## src/rtl/vedic_mult_seq.sv

```systemverilog
// Iterative WIDTH x WIDTH unsigned multiplier: one 2x2 Vedic cell, one digit pair per cycle.
// Optional ZERO_SKIP_EN: a zero operand bypasses the digit loop and goes straight to DONE.
module vedic_mult_seq #(
  parameter int unsigned WIDTH = 8
) (
  input  logic               clk,
  input  logic               rst_n,
  input  logic               in_valid,
  output logic               in_ready,
  input  logic [WIDTH-1:0]   a_in,
  input  logic [WIDTH-1:0]   b_in,
  output logic               out_valid,
  input  logic               out_ready,
  output logic [2*WIDTH-1:0] product,
  output logic               busy
);

  localparam int unsigned NDIG = WIDTH / 2;
  localparam int unsigned PW   = 2 * WIDTH;
  localparam int unsigned CW   = (NDIG > 2) ? $clog2(NDIG) : 1;
  localparam logic [CW-1:0] LAST = CW'(NDIG - 1);

  if (WIDTH < 4 || (WIDTH % 2) != 0) begin : g_width_chk
    $error("vedic_mult_seq: WIDTH must be even and >= 4");
  end

  typedef enum logic [1:0] {S_IDLE, S_CALC, S_DONE} state_e;

  state_e            state_q, state_d;
  logic [WIDTH-1:0]  a_q, a_d, b_q, b_d;
  logic [PW-1:0]     acc_q, acc_d, prod_q, prod_d;
  logic [CW-1:0]     i_q, i_d, j_q, j_d;
  logic              in_ready_q, in_ready_d;
  logic              out_valid_q, out_valid_d;
  logic              busy_q, busy_d;

  // Current digit pair, its partial product and the weighted contribution
  logic [WIDTH-1:0]  a_sh, b_sh;
  logic [3:0]        pp;
  logic [CW:0]       dsum;
  logic [PW-1:0]     pp_sh, acc_sum;

  assign a_sh    = a_q >> {i_q, 1'b0};
  assign b_sh    = b_q >> {j_q, 1'b0};
  assign dsum    = {1'b0, i_q} + {1'b0, j_q};
  assign pp_sh   = PW'(pp) << {dsum, 1'b0};
  assign acc_sum = acc_q + pp_sh;

  VedicMultiplier_2x2 u_cell (
    .a (a_sh[1:0]),
    .b (b_sh[1:0]),
    .p (pp)
  );

  always_comb begin
    state_d     = state_q;
    a_d         = a_q;
    b_d         = b_q;
    acc_d       = acc_q;
    prod_d      = prod_q;
    i_d         = i_q;
    j_d         = j_q;
    in_ready_d  = in_ready_q;
    out_valid_d = out_valid_q;
    busy_d      = busy_q;
    case (state_q)
      S_IDLE: begin
        if (in_valid) begin
          a_d        = a_in;
          b_d        = b_in;
          acc_d      = '0;
          i_d        = '0;
          j_d        = '0;
          state_d    = S_CALC;
          in_ready_d = 1'b0;
          busy_d     = 1'b1;
`ifdef ZERO_SKIP_EN
          if (a_in == '0 || b_in == '0) begin
            state_d     = S_DONE;
            busy_d      = 1'b0;
            out_valid_d = 1'b1;
            prod_d      = '0;
          end
`endif
        end
      end
      S_CALC: begin
        acc_d = acc_sum;
        if (j_q == LAST) begin
          j_d = '0;
          if (i_q == LAST) begin
            state_d     = S_DONE;
            busy_d      = 1'b0;
            out_valid_d = 1'b1;
            prod_d      = acc_sum;
          end else begin
            i_d = i_q + CW'(1);
          end
        end else begin
          j_d = j_q + CW'(1);
        end
      end
      S_DONE: begin
        if (out_ready) begin
          state_d     = S_IDLE;
          out_valid_d = 1'b0;
          in_ready_d  = 1'b1;
        end
      end
      default: begin
        state_d     = S_IDLE;
        in_ready_d  = 1'b1;
        out_valid_d = 1'b0;
        busy_d      = 1'b0;
      end
    endcase
  end

  always_ff @(posedge clk or negedge rst_n) begin
    if (!rst_n) begin
      state_q     <= S_IDLE;
      a_q         <= '0;
      b_q         <= '0;
      acc_q       <= '0;
      prod_q      <= '0;
      i_q         <= '0;
      j_q         <= '0;
      in_ready_q  <= 1'b1;
      out_valid_q <= 1'b0;
      busy_q      <= 1'b0;
    end else begin
      state_q     <= state_d;
      a_q         <= a_d;
      b_q         <= b_d;
      acc_q       <= acc_d;
      prod_q      <= prod_d;
      i_q         <= i_d;
      j_q         <= j_d;
      in_ready_q  <= in_ready_d;
      out_valid_q <= out_valid_d;
      busy_q      <= busy_d;
    end
  end

  assign in_ready  = in_ready_q;
  assign out_valid = out_valid_q;
  assign product   = prod_q;
  assign busy      = busy_q;

endmodule

// 2x2 Vedic (Urdhva-Tiryagbhyam) multiplier cell.
module VedicMultiplier_2x2 (
  input  logic [1:0] a,
  input  logic [1:0] b,
  output logic [3:0] p
);
  logic c1;
  assign c1   = (a[1] & b[0]) & (a[0] & b[1]);
  assign p[0] = a[0] & b[0];
  assign p[1] = (a[1] & b[0]) ^ (a[0] & b[1]);
  assign p[2] = (a[1] & b[1]) ^ c1;
  assign p[3] = (a[1] & b[1]) & c1;
endmodule
```

## config.mk

```make
export PLATFORM = sky130hd
export DESIGN_NAME = vedic_mult_seq
export DESIGN_NICKNAME = d
export VERILOG_FILES = /design/src/rtl/vedic_mult_seq.sv
export SDC_FILE = /design/constraint.sdc
export NUM_CORES = 1
export LEC_CHECK = 0
export ABC_AREA = 1
export CAP_MARGIN = 20
export CORE_MARGIN = 2
export CORE_UTILIZATION = 55
export DETAILED_ROUTE_END_ITERATION = 8
export DONT_BUFFER_PORTS = 1
export PLACE_DENSITY_LB_ADDON = 0.3
export RECOVER_POWER = 100
export SYNTH_ARGS = -nofsm -noshare
export SYNTH_HDL_FRONTEND = slang
export SYNTH_HIERARCHICAL = 1
export SYNTH_SLANG_ARGS = --single-unit
```

## constraint.sdc

```tcl
create_clock -name clk -period 2.8 [get_ports clk]
set_clock_uncertainty 0.05 [all_clocks]
set_input_delay 0.56 -clock clk [delete_from_list [all_inputs] [get_ports clk]]
set_output_delay 0.56 -clock clk [all_outputs]
set_load 0.05 [all_outputs]
```

Yosys cells after proc, flatten, opt, wreduce, memory -nomap -nowiden. Index checks and enable logic that the tools add are counted.

Input port bits: 20. Logic and storage cells: 71. Output and inout port bits: 19. Register bits after elaboration: 57.

Equal/unequal tests: 9. Add/subtract/negate cells: 4. Bitwise logic cells: 11. Multiplexer cells: 24. Shift operators: 3. Reduce and logical (&&, ||, !) cells: 10.

Operator list (count): $pmux W16 S2 (1); $add A16 B16 Y16 (1); $mux W16 (1); $mux W2 (8); $reduce_and A4 Y1 (4); $shl A4 B4 Y16 (1); $shr A8 B3 Y2 (2); $ne A2 B2 Y1 const B (5); $pmux W1 S3 (3); $mux W1 (8); $pmux W2 S2 (2); $and A1 B1 Y1 (6); $eq A2 B2 Y1 const B (3); $pmux W2 S3 (1); $reduce_and A3 Y1 (2); $add A2 B1 Y2 const B (2); $reduce_and A2 Y1 (2); $add A2 B2 Y3 (1); $not A1 Y1 (3); $eq A2 B1 Y1 const B (1); $logic_not A2 Y1 (1); $reduce_bool A2 Y1 (1); $xor A1 B1 Y1 (2).

Logic depth before layout (Yosys ltp).
Depth after elaboration: 7. Depth in mapped cells: 21. Depth with buffers taken out: 21.

Cells and area by module. The synthesis kept the hierarchy.

By module, submodules not included: vedic_mult_seq (area each 3479.6 um^2, instances 1, cells each 479, sequential area each 1427.6 um^2); VedicMultiplier_2x2 (area each 55.1 um^2, instances 1, cells each 10, sequential area each 0.0 um^2).

Worst setup path before layout. Ideal clock, no wire load.

Path type: register -> register. Start point: register j_q[0]. End point: register acc_q[7]. Path slack: -122 ps. Arrival time: 2754 ps. Period minus slack after synthesis: 2922 ps. Stages on the path, launching flop included: 17. Library setup time: 118 ps. Path buffers: 0. Required time: 2632 ps. Path through: dfrtp_1 > inv_1 > o21ai_0 > o22ai_1 > nand2_1 > inv_1 > ha_1 > ha_1 > mux2i_1 > nor3_1 > ha_1 > or2_2 > nand3_1 > nand2_1 > or2_2 > nand3_1 > nand2_1.

Longest elaborated chain between the ends: 7. Elaborated cells on any way between the ends: 13. Those cells by class: add/sub: 2; shift: 2; mux: 1; bitwise: 8.

Ends and longest elaborated chain: from (decl) (RTL line 32) `logic [CW-1:0] i_q, i_d, j_q, j_d;`; from (signal assigned) (RTL line 138) `j_q <= j_d;`; $shr A8 B3 Y2 (RTL line 44) `assign b_sh = b_q >> {j_q, 1'b0};`; net b_sh[0] (RTL line 38) `logic [WIDTH-1:0] a_sh, b_sh;`; $and A1 B1 Y1 (2 in series) (RTL line 159) `assign c1 = (a[1] & b[0]) & (a[0] & b[1]);`; $xor A1 B1 Y1 (RTL line 162) `assign p[2] = (a[1] & b[1]) ^ c1;`; net pp[2] (RTL line 39) `logic [3:0] pp;`; $shl A4 B4 Y16 (RTL line 46) `assign pp_sh = PW'(pp) << {dsum, 1'b0};`; $add A16 B16 Y16 (RTL line 47) `assign acc_sum = acc_q + pp_sh;`; $pmux W16 S2 (RTL line 66) `case (state_q)`; to (signal assigned) (RTL line 124) `acc_q <= '0;`; to (signal assigned) (RTL line 135) `acc_q <= acc_d;`; to (decl) (RTL line 31) `logic [PW-1:0] acc_q, acc_d, prod_q, prod_d;`.

The timed path passes the listed nets, and every way through them passes these cells. A chain may end at the register's enable or synchronous reset.

Final worst setup path.
Start point: register i_q[0]. End point: register prod_q[14], in the netlist product[14].

Longest elaborated chain between the ends: 6. Elaborated cells on any way between the ends: 14. Those cells by class: add/sub: 2; eq/ne: 1; shift: 2; bitwise: 8; reduce/logical: 1.

Ends and longest elaborated chain: from (decl) (RTL line 32); from (signal assigned) (RTL line 137) `i_q <= i_d;`; $shr A8 B3 Y2 * (RTL line 43) `assign a_sh = a_q >> {i_q, 1'b0};`; net a_sh[1] (RTL line 38); $and A1 B1 Y1 (2 in series) (RTL line 159); $and A1 B1 Y1 * (RTL line 163) `assign p[3] = (a[1] & b[1]) & c1;`; net pp[3] (RTL line 39); $shl A4 B4 Y16 * (RTL line 46); $add A16 B16 Y16 * (RTL line 47); to (signal assigned) (RTL line 136) `prod_q <= prod_d;`; to (decl) (RTL line 31).

Mark *: on every way through the listed nets, which the timed path passes. The rest lies on a longest branch.

==> reports/qor.yml <==
yosys:
  synth_common_cells: "nand2_1, dfrtp_1, inv_1"
  yosys_warnings: 6
  syn_inst: 489
  synth_cell_type_count: 35
  syn_area_per_cell_um2: 7.23
  ys.flop_type: "dfrtp_1"
  ys_seq_area_frac: 0.404
  synth_top_cell_by_area: "dfrtp_1"
  synth_area_um2: 3530
  yosysMostFrequentCell: "nand2_1"
  synth.area.top_cells: "dfrtp_1, nand2_1, ha_1"
  ys_ff_latch: 57
  yosysTopAreaCellShare: 0.396
  synth_edf_count: 0
  synth_async_sr_flop_share: 1.00
  syn_nets: 531
route:
  drt-total-wl_mm: 10.1
  vias: 3515
  avgRoutedWirePerCell_um: 16.1
  drtPass1Iterations: 6
  route.detailed.drc: 0
  drt_iter0_drc: 391
  ant_nets: 0
  via_per_inst: 5.57
outcome:
  failed_checks: "setup timing"
  status: "complete, but fails checks"
global_routing:
  overflow: 0
  grt_pass1_wl_mm: 15.5
  grt_max_degree: 58
  grt_usage: 0.276
  antenna_found_initial: 0
  grt_pass1_vias: 3411
sta:
  hold_violations: 0
  period_share: 1.12
  fmax_ghz: 0.319
  worstMarginPinSlew_ns: 1.42
  fin_hold_ws_ns: 0.261
  max_slew_margin: 0.0557
  finalMaxSlewViolations: 0
  rsz0062_at_grt: "true"
  period_minus_slack_ns: 3.14
  setup_viol_count_final: 24
  postLayoutSetupSlackWorst_ns: -0.336
clocking:
  clock-root-buffer: "clkbuf_8"
  cts_tree: "done"
  cts_buffers: 9
  cts.sinks: 57
  clk_latency_ns: 0.35
  cts_buffer_depth: 2
  cts-htree-levels: 3
  clk_transition_reported_paths_ns: 0.08
place:
  port_buffers: 0
  place_hpwl_mm: 6.14
  gp_congestion: 0.947
floorplanning:
  die-area_um2: 7080
  num_rows: 29
  start_util: 0.563
  core_um2: 6280
  die_height_um: 84.2
  ios: 39
  die_w_um: 84.2
cells_and_area:
  nNetsFinal: 591
  area_growth_pct: 35.7
  final_layout_size_suffix_gt1_frac: 0.370
  fillCellCount: 410
  antenna_cells: 0
job:
  drv_cap: 0
critical_path:
  crit_fanout: 7
  path_class: "reg -> reg"
  critical_path_arrival_ns: 3.38
  required_ns: 3.04
  endpoint_kind: "register"
  startpoint_type: "register"
hold_path:
  hold_path.class: "in -> reg"
==> layer usage <==
layer	up-vias	track usage	share of wire
met1	1696	0.324	0.40
met4	0	0.128	0.027
li1	1658	-	-
met2	129	0.484	0.53
met5	-	0	0
met3	32	0.0560	0.043
==> sequential cells by signal (all words and copies together) (netlist names) <==
name / cells
i_q: 2
b_q: 8
j_q: 2
acc_q: 16
in_ready: 1
product: 16
a_q: 8
state_q: 2
out_valid: 1
busy: 1
==> cells by family after synthesis <==
kind of cell               Yosys count  share of synthesized area
DFF                                 57                      0.404
AOI/OAI and AO/OA                   42                     0.0666
xor gates and xnor gates             4                    0.00991
adders and majority gates           22                     0.0821
buffers and inverters               69                     0.0850
and+or+nand+nor                    294                      0.350
muxes                                1                    0.00283
==> layout make-up <==
class / instances / area (um^2) / share of cell area
clock buffers: 9 / 124 / 0.0258
clock inverters: 7 / 119 / 0.0248
repair buffers: 58 / 470 / 0.0981
flip-flops and latches: 57 / 1430 / 0.298
well taps: 77 / 96.3 / 0.0201
inverters: 60 / 233 / 0.0485
multi-input cells: 363 / 2320 / 0.484
==> cells in the final DEF, fill, tap and decap left out, types with 9 or more instances in the layout <==
cell type  netlist  final
dfrtp_1         56     54
nand2_1        203    163
nand2_2          2     36
o21ai_0         20     10
inv_2            4     10
inv_1           55     47
nor2_2           1     10
ha_1            20     13
nand3_1         33     19
nor2_1          32     17
buf_4            2     47
nand3_2          0     13
clkbuf_8         0      9
buf_6            4     10
==> worst paths after layout <==
kind	endpoint	slack (ns)	start	depth (start not counted)
setup / recovery	product[14]$_DFFE_PN0P_	-0.34	i_q[0]$_DFFE_PN0P_	22
hold / removal	b_q[4]$_DFFE_PN0P_	0.26	b_in[4]	2
setup reg to reg	product[14]$_DFFE_PN0P_	-0.34	i_q[0]$_DFFE_PN0P_	22
hold reg to reg	b_q[1]$_DFFE_PN0P_	0.43	b_q[1]$_DFFE_PN0P_	2
max in group asynchronous	i_q[0]$_DFFE_PN0P_	1.27	rst_n	1
min in group asynchronous	product[0]$_DFFE_PN0P_	0.48	rst_n	1
==> stage by stage <==
stage	setup TNS (ns)	instance area [um^2]	util	std cells	setup slack (ns)
after global placement	-3.90	3890	0.620	600	-0.243
after CTS	-3.55	4470	0.712	627	-0.212
after detailed placement	-6.27	3890	0.620	600	-0.328
after floorplan	0	3550	-	489	0.00425
final	-6.31	4800	0.764	631	-0.336
after global routing	-10.11	4800	0.764	631	-0.481
==> worst max-delay path, stage by stage (launching register included) <==
cell and delay, ns:
dfrtp_2 0.49, o21ai_0 0.26, o22ai_2 0.12, nand2_1 0.08
inv_1 0.04, ha_2 0.18, ha_4 0.18, nand2_4 0.08
nor2_2 0.04, a31oi_2 0.18, buf_4 0.14, nor2_1 0.04
ha_1 0.32, buf_4 0.16, nand2_2 0.08, inv_1 0.04
nand2_1 0.06, nand2_1 0.07, a21oi_2 0.16, nand2_1 0.09
nand2_2 0.09, nand3_1 0.06, nand2_1 0.08
==> timing repair <==
item,in CTS,in global routing
setup buffers,10,4
gates resized for setup,68,80
endpoints found under the hold margin,57,0
hold buffers,1,0
endpoints found under the setup margin,26,27
pin swaps,27,46
Power is not shown: default switching activity piles up to over one toggle a cycle in this logic, so the estimate is an artifact.
